[src/rtl/ga25_obj_sdr_port.sv]
// ---------------------------------------------------------------------------
// ga25_obj_sdr_port
//
// Connects the GA25 object engine's fetch port to one client port of the
// shared SDRAM controller. Each 64-bit bitplane fetch becomes a 4 x 16-bit
// burst read. The four words are assembled and returned with a one-cycle
// ready pulse. Refresh hints from the object engine are forwarded as refresh
// commands. Everything runs on clk_ram.
//
// Ports
//   clk_ram      SDRAM clock; all logic uses its rising edge
//   reset        synchronous, active-high
//   obj_addr     byte address of the fetch; bits [2:0] are forced to 0
//   obj_req      read request; each rising edge is one request
//   obj_refresh  refresh hint; each rising edge is one request
//   obj_data     assembled 64-bit word; held between obj_rdy pulses
//   obj_rdy      one-cycle pulse when obj_data is updated
//   obj_err      sticky flag for timeout or request overrun
//   mem_addr     burst start address to the controller
//   mem_rd       read command; held until mem_ack
//   mem_refresh  refresh command; held until mem_ack
//   mem_ack      one-cycle command acceptance from the controller
//   mem_dout     burst data word
//   mem_dvalid   mem_dout valid strobe
// ---------------------------------------------------------------------------
module ga25_obj_sdr_port #(
   parameter int TIMEOUT = 64,
   parameter int ADDR_W  = 25
) (
   input  logic              clk_ram,
   input  logic              reset,
   input  logic [ADDR_W-1:0] obj_addr,
   input  logic              obj_req,
   input  logic              obj_refresh,
   output logic [63:0]       obj_data,
   output logic              obj_rdy,
   output logic              obj_err,
   output logic [ADDR_W-1:0] mem_addr,
   output logic              mem_rd,
   output logic              mem_refresh,
   input  logic              mem_ack,
   input  logic [15:0]       mem_dout,
   input  logic              mem_dvalid
);

   localparam int TMR_W = $clog2(TIMEOUT);
   localparam logic [TMR_W-1:0] TMR_LAST = TMR_W'(TIMEOUT - 1);

   typedef enum logic [2:0] {
      IDLE,
      RD_CMD,
      RD_DATA,
      DONE,
      REF_CMD
   } state_t;

   state_t            state, state_nx;
   logic              req_q, ref_q;
   logic              req_edge, ref_edge;
   logic              rd_pend, ref_pend;
   logic [ADDR_W-1:0] addr_lat;
   logic [1:0]        cnt;
   logic [TMR_W-1:0]  timer;
   logic [47:0]       lanes;

   // Per-cycle events decoded by the FSM and used by the datapath.
   logic start_rd, start_ref, word_in, last_word, time_out;

   assign req_edge = obj_req & ~req_q;
   assign ref_edge = obj_refresh & ~ref_q;

   always_ff @(posedge clk_ram) begin
      if (reset) state <= IDLE;
      else       state <= state_nx;
   end

   always_comb begin
      // NOTE: every signal gets a default before the case statement. Without
      // it, any path that skips an assignment would infer a latch.
      state_nx  = state;
      start_rd  = 1'b0;
      start_ref = 1'b0;
      word_in   = 1'b0;
      last_word = 1'b0;
      time_out  = 1'b0;
      case (state)
         IDLE: begin
            // A read takes priority over a refresh.
            if (rd_pend) begin
               start_rd = 1'b1;
               state_nx = RD_CMD;
            end else if (ref_pend) begin
               start_ref = 1'b1;
               state_nx  = REF_CMD;
            end
         end
         RD_CMD: begin
            if (timer == TMR_LAST) begin
               time_out = 1'b1;
               state_nx = IDLE;
            end else if (mem_ack) begin
               state_nx = RD_DATA;
            end
         end
         RD_DATA: begin
            // If the last word arrives in the same cycle as the timeout
            // expires, the completed burst wins.
            if (mem_dvalid && cnt == 2'd3) begin
               last_word = 1'b1;
               state_nx  = DONE;
            end else if (timer == TMR_LAST) begin
               time_out = 1'b1;
               state_nx = IDLE;
            end else begin
               word_in = mem_dvalid;
            end
         end
         DONE:    state_nx = IDLE;
         REF_CMD: if (mem_ack) state_nx = IDLE;
         default: state_nx = IDLE;
      endcase
   end

   always_ff @(posedge clk_ram) begin
      if (reset) begin
         req_q       <= 1'b0;
         ref_q       <= 1'b0;
         rd_pend     <= 1'b0;
         ref_pend    <= 1'b0;
         addr_lat    <= '0;
         cnt         <= 2'd0;
         timer       <= '0;
         lanes       <= '0;
         obj_data    <= '0;
         obj_rdy     <= 1'b0;
         obj_err     <= 1'b0;
         mem_addr    <= '0;
         mem_rd      <= 1'b0;
         mem_refresh <= 1'b0;
      end else begin
         // NOTE: sequential state uses non-blocking assignments only. Every
         // right-hand side therefore sees the values from before this edge.
         req_q   <= obj_req;
         ref_q   <= obj_refresh;
         obj_rdy <= 1'b0;

         // A new request edge takes priority over the pending flag being
         // consumed, so a request that arrives during the issue cycle is not
         // lost. It counts as an overrun only if it replaces an address that
         // has not been issued yet.
         if (req_edge) begin
            rd_pend  <= 1'b1;
            addr_lat <= {obj_addr[ADDR_W-1:3], 3'b000};
            if (rd_pend && !start_rd) obj_err <= 1'b1;
         end else if (start_rd) begin
            rd_pend <= 1'b0;
         end

         if (ref_edge)       ref_pend <= 1'b1;
         else if (start_ref) ref_pend <= 1'b0;

         if (start_rd) begin
            mem_rd   <= 1'b1;
            mem_addr <= addr_lat;
            timer    <= '0;
            cnt      <= 2'd0;
         end else if (state == RD_CMD || state == RD_DATA) begin
            timer <= timer + 1'b1;
         end

         if (state == RD_CMD && mem_ack) mem_rd <= 1'b0;

         if (start_ref)                         mem_refresh <= 1'b1;
         else if (state == REF_CMD && mem_ack)  mem_refresh <= 1'b0;

         if (word_in) begin
            case (cnt)
               2'd0:    lanes[15:0]  <= mem_dout;
               2'd1:    lanes[31:16] <= mem_dout;
               default: lanes[47:32] <= mem_dout;
            endcase
            cnt <= cnt + 2'd1;
         end

         // The last word goes straight into the output, so obj_rdy and the
         // new obj_data appear in the cycle after the 4th strobe.
         if (last_word) begin
            obj_data <= {mem_dout, lanes};
            obj_rdy  <= 1'b1;
         end

         if (state == DONE) cnt <= 2'd0;

         if (time_out) begin
            obj_data <= '0;
            obj_rdy  <= 1'b1;
            obj_err  <= 1'b1;
            mem_rd   <= 1'b0;
            cnt      <= 2'd0;
         end
      end
   end

endmodule

[config.mk]
export PLATFORM = sky130hd
export DESIGN_NAME = ga25_obj_sdr_port
export DESIGN_NICKNAME = d
export VERILOG_FILES = /design/src/rtl/ga25_obj_sdr_port.sv
export SDC_FILE = /design/constraint.sdc
export NUM_CORES = 1
export LEC_CHECK = 0
export ABC_CLOCK_PERIOD_IN_PS = 4140
export BUFFER_PORTS_ARGS = -buffer_cell sky130_fd_sc_hd__buf_2
export CORE_ASPECT_RATIO = 1.4
export CORE_MARGIN = 10
export CORE_UTILIZATION = 42
export DETAILED_ROUTE_END_ITERATION = 10
export GPL_TIMING_DRIVEN = 0
export PLACE_DENSITY = 0.65
export SKIP_CTS_REPAIR_TIMING = 1
export SLEW_MARGIN = 20
export SYNTH_ARGS = -nofsm -noshare
export SYNTH_HDL_FRONTEND = slang
export SYNTH_SLANG_ARGS = --single-unit
[constraint.sdc]
create_clock -name clk_ram -period 4.14 [get_ports clk_ram]
set_input_delay 0.207 -clock clk_ram [delete_from_list [all_inputs] [get_ports clk_ram]]
set_output_delay 0.207 -clock clk_ram [all_outputs]
set_load 0.02 [all_outputs]
* Yosys cells after proc, flatten, opt, wreduce, memory -nomap -nowiden *
Index checks and enable logic that the tools add are counted.
W data, S select, Z words.

word-level totals
  flip-flop bits (word level) = 175
  input bits = 47
  output and inout bits = 93
  word-level logic and storage cells = 93

operators by class
  $add $sub $neg = 2
  eq/ne operators = 11
  multiplexer cells = 34
  bitwise operators = 5
  reductions and logical operators = 24

operators with widths
  operator               number
  $mux W1                23
  $mux W3                7
  $pmux W3 S4            1
  $reduce_bool A2 Y1     6
  $ne A3 B3 Y1 const B   3
  $reduce_and A2 Y1      4
  $add A6 B1 Y6 const B  1
  $eq A3 B2 Y1 const B   2
  $eq A6 B6 Y1 const B   1
  $reduce_or A2 Y1       3
  $reduce_or A3 Y1       2
  $logic_and A1 B1 Y1    4
  $mux W2                2
  $reduce_and A4 Y1      1
  $eq A3 B1 Y1 const B   1
  $eq A3 B3 Y1 const B   1
  $logic_not A3 Y1       1
  $not A1 Y1             3
  $add A2 B1 Y2 const B  1
  $and A1 B1 Y1          2
  $eq A2 B1 Y1 const B   1
  $eq A2 B2 Y1 const B   1
  $logic_not A2 Y1       1
  $ne A2 B2 Y1 const B   1
  other kinds (3)        3

* Logic depth before layout (Yosys ltp) *
  word-level depth = 7
  mapped depth = 8
  mapped depth without buffers = 6

* Worst setup path before layout *
Ideal clock, no wire load.

  path type = register -> register
  from = register timer[0]
  to = register lanes[10]
  library setup time = 0.128 ns
  data arrival time = 1.958 ns
  required time = 4.012 ns
  setup slack = 2.054 ns
  cell stages (with the launch flop) = 8
  path buffers = 2
  period minus slack after synthesis = 2.086 ns
  path through = dfxtp_1 > ha_1 > and4_1 > buf_2 > a2111oi_4 > buf_6 > mux2i_1 > nor2_1

on the way
  cells in the longest elaborated chain, start to end = 5

RTL lines
  what                         line  text
  from (decl)                  63    logic [TMR_W-1:0] timer;
  from (signal assigned)       168   timer <= timer + 1'b1;
  $eq A6 B6 Y1                 111   end else if (timer == TMR_LAST) begin
  $mux W1                      111
  $mux W1                      108   if (mem_dvalid && cnt == 2'd3) begin
  $mux W1                      86    case (state)
  $reduce_and A2 Y1 (no line)  -
  to (signal assigned)         178   2'd0: lanes[15:0] <= mem_dout;
  to (decl)                    64    logic [47:0] lanes;

No other way between the ends.
A chain may end at the register's enable or synchronous reset.

* Worst setup path in the final report *
  from = register timer[0]
  to = register obj_data[33]

on the way
  cells in the longest elaborated chain, start to end = 5

RTL lines
  what                            line     text
  $eq A6 B6 Y1 (*)                98, 111
  $mux W1 (*)                     98, 111
  $mux W1                         108
  $pmux W1 S2 (*)                 86
  $reduce_or A2 Y1 (no line) (*)  -
  to (signal assigned)            188      obj_data <= {mem_dout, lanes};
  to (decl)                       35       output logic [63:0] obj_data,

Mark *: on every way between the ends. The rest lies on a longest branch, timed or not.

==> flow_metrics.env <==
export IMPL_nFillCells=1507
export IMPL_r2r_slack_ns=1.63
export IMPL_internal_power_mw=2.67
export IMPL_p_clk_share_pct=45.4
export IMPL_startpoint_type="register"
export IMPL_p_leak_nw=3.05
export IMPL_synth_edff_count=0
export IMPL_r2r_cells=8
export IMPL_arrival_ns=2.81
export IMPL_cts_buffers=17
export IMPL_final_cells=1100
export IMPL_rows=53
export IMPL_synth_top_family_by_area="simple AND/OR/NAND/NOR gates"
export IMPL_synth_seq_area_share_pct=55.0
export IMPL_grt_usage_pct=16.5
export IMPL_drc=0
export IMPL_drt_pass1_iter_count=4
export IMPL_clk_latency_ns=0.42
export IMPL_initial_core_util_pct=42.5
export IMPL_outcome="finished, final reports clean"
export IMPL_r2r_end="obj_data[33]"
export IMPL_synth_compound_area_share_pct=11.8
export IMPL_synth_xor_area_share_pct=0.825
export IMPL_grt_pass1_wl_mm=27.0
export IMPL_layout_commonest_cell="nand2_1"
export IMPL_grt_pass1_vias=5162
export IMPL_vias_per_cell=4.85
export IMPL_worst_slew_pin_slew_ns=0.765
export IMPL_period_share_pct=60.7
export IMPL_critPathKind="reg2reg"
export IMPL_synthSimpleGateAreaFrac_pct=19.3
export IMPL_setup_viol=0
export IMPL_grt_overflow=0
export IMPL_cp_max_fo=10
export IMPL_power_switching_uw=802
export IMPL_drt_initial_drc_count=226
export IMPL_yosys_mux_area_fraction_pct=7.86
export IMPL_synth_cell_types=37
export IMPL_p_comb_share_pct=5.0
export IMPL_syn_avg_cell_area_sq_um=8.60
export IMPL_die_height_um=166
export IMPL_startpoint="timer[0]"
export IMPL_ioPinCount=140
export IMPL_coreArea_sq_um=15000
export IMPL_syn_area_sq_um=6370
export IMPL_htree_levels=4
export IMPL_hp_class="in2reg"
export IMPL_place_congestion=0.812
export IMPL_dpl_worst_slack_ns=1.66
export IMPL_area_growth_pct=23.6
export IMPL_dp_cells=1068
export IMPL_clk_path_buf_depth=2
export IMPL_syn_inst=741
export IMPL_setup_ws_ns=1.63
export IMPL_slew_headroom_pct=49.0
export IMPL_fin_tns_setup_ns=0
export IMPL_final_cell_mix="nand2_1, dfxtp_1, buf_2, a21oi_1, nor2_1"
export IMPL_maxSlewViolCount=0
export IMPL_synthAdderAreaFrac_pct=0.786
export IMPL_num_nets_final=946
export IMPL_cts_root_buffer="clkbuf_16"
export IMPL_p_total_mw=3.47
export IMPL_end_kind="register"
export IMPL_rsz0062_at_grt="false"
export IMPL_final_antenna_net_count=0
export IMPL_timing_rr_start="timer[0]"
export IMPL_clkSinkCount=175
export IMPL_grt_antenna_before_repair=1
export IMPL_hpwl_mm=12.7
export IMPL_drive_gt1_share_pct=19.8
export IMPL_max_cap_viol_count=0
export IMPL_critPathCapture="obj_data[33]"
export IMPL_worstPathRequired_ns=4.44
export IMPL_yosys_register_bits=175
export IMPL_period_needed_ns=2.51
export IMPL_hold_viol_final=0
export IMPL_power_frac_seq_pct=49.6
export IMPL_grt_max_degree=17
export IMPL_ir_worst_vdd_mv=0.223
export IMPL_power_density_nw_per_um2=441
export IMPL_wirelength_mm=17.1
export IMPL_finClkSkew_ns=0.00704
export IMPL_cts_tree="built"
export IMPL_async_flop_share_pct=0
export IMPL_dieArea_sq_um=20600
export IMPL_fmax_mhz=398
export IMPL_timing_hold_ws_ns=0.0191
export IMPL_wl_per_cell_um=15.5
export IMPL_sw_frac_of_total_pct=23.1
export IMPL_portBuffers=133
export IMPL_vias=5332
export IMPL_synth_flop_cell="dfxtp_1"
export IMPL_die_x_um=124
export IMPL_clkTransAtPathRegs_ns=0.06
export IMPL_ys_warn_count=0
critical path, stage by stage, from the launching register on:
cell     delay (ns)
dfxtp_1        0.37
ha_1           0.19
and4_1         0.20
buf_2          0.23
nand2_1        0.15
o31ai_1        0.54
buf_2          0.34
buf_2          0.29
a21oi_1        0.07
layout make-up:
type | count | area [sq um] | share of cell area, %
sequential | 175 | 3500 | 44.5
multi-input combinational | 506 | 2600 | 33.1
timing repair buffer | 133 | 666 | 8.46
clock buffer | 20 | 447 | 5.67
buffer | 53 | 244 | 3.10
tap | 192 | 240 | 3.05
clock inverter | 11 | 133 | 1.68
inverter | 9 | 33.8 | 0.429
antenna | 1 | 2.50 | 0.0318
per-layer routing:
| metal | vias to the layer above | GRT usage (%) | part of all wire (%) |
|---|---|---|---|
| li1 | 2730 | - | - |
| met1 | 2451 | 18.4 | 40 |
| met2 | 137 | 27.9 | 50 |
| met3 | 14 | 6.33 | 8.3 |
| met4 | 0 | 4.92 | 1.5 |
| met5 | - | 0 | 0 |
synthesized netlist by cell type (2+ instances only):
cell / count / area [sq um]
nand2_1: 224 / 841
dfxtp_1: 175 / 3500
a21oi_1: 116 / 581
nor2_1: 63 / 236
mux2i_1: 50 / 500
clkbuf_1: 38 / 143
inv_1: 9 / 33.8
buf_2: 6 / 30.0
xnor2_1: 6 / 52.6
nor2b_1: 5 / 31.3
buf_4: 4 / 30.0
ha_1: 4 / 50.1
nand3_1: 4 / 20.0
a31oi_1: 3 / 18.8
buf_6: 3 / 33.8
a2111oi_4: 2 / 55.1
a2bb2oi_1: 2 / 17.5
a311oi_1: 2 / 17.5
buf_1: 2 / 7.51
nand2b_1: 2 / 12.5
nor3_1: 2 / 10.0
nor4_1: 2 / 12.5
o21ai_0: 2 / 10.0
or3_1: 2 / 12.5
cell families after synthesis:
family / count (synthesis)
and+or+nand+nor: 311
muxes: 50
AOI/OAI and AO/OA: 132
other: 1
DFF: 175
adders and majority gates: 4
xor gates and xnor gates: 6
buffers and inverters: 62
sequential cells by signal, summed over array words and instances, names as in the netlist, 2 cells and up:
| register | flops |
|---|---|
| cnt | 2 |
| lanes | 48 |
| timer | 6 |
| mem_addr | 22 |
| addr_lat | 22 |
| obj_data | 64 |
| state | 3 |
stage by stage:
step	instance area [sq um]	utilization, %
finish	7870	52.5
global route	7870	52.5
CTS	7870	52.5
detailed placement	7290	48.6
global placement	7280	48.6
floorplan	6380	-
how the worst min path moves through the flow:
stage,end,cells after the start,from
after CTS,state[1],2,reset
after global routing,addr_lat[12],3,obj_addr[12]
after floorplan,state[1],1,reset
final,state[1],2,reset
after global placement,mem_addr[22],2,addr_lat[22]
after detailed placement,obj_data[13],2,lanes[13]
power groups by stage:
stage | combinational [mW] | sequential (mW) | clock [mW]
after floorplan | 0.0903 | 1.77 | 0
after global placement | 0.174 | 1.76 | 0
after detailed placement | 0.175 | 1.76 | 0
after CTS | 0.176 | 1.72 | 1.61
after global routing | 0.193 | 1.72 | 1.67
final | 0.173 | 1.72 | 1.58
Note: power is estimated with default switching activity, not from simulation.
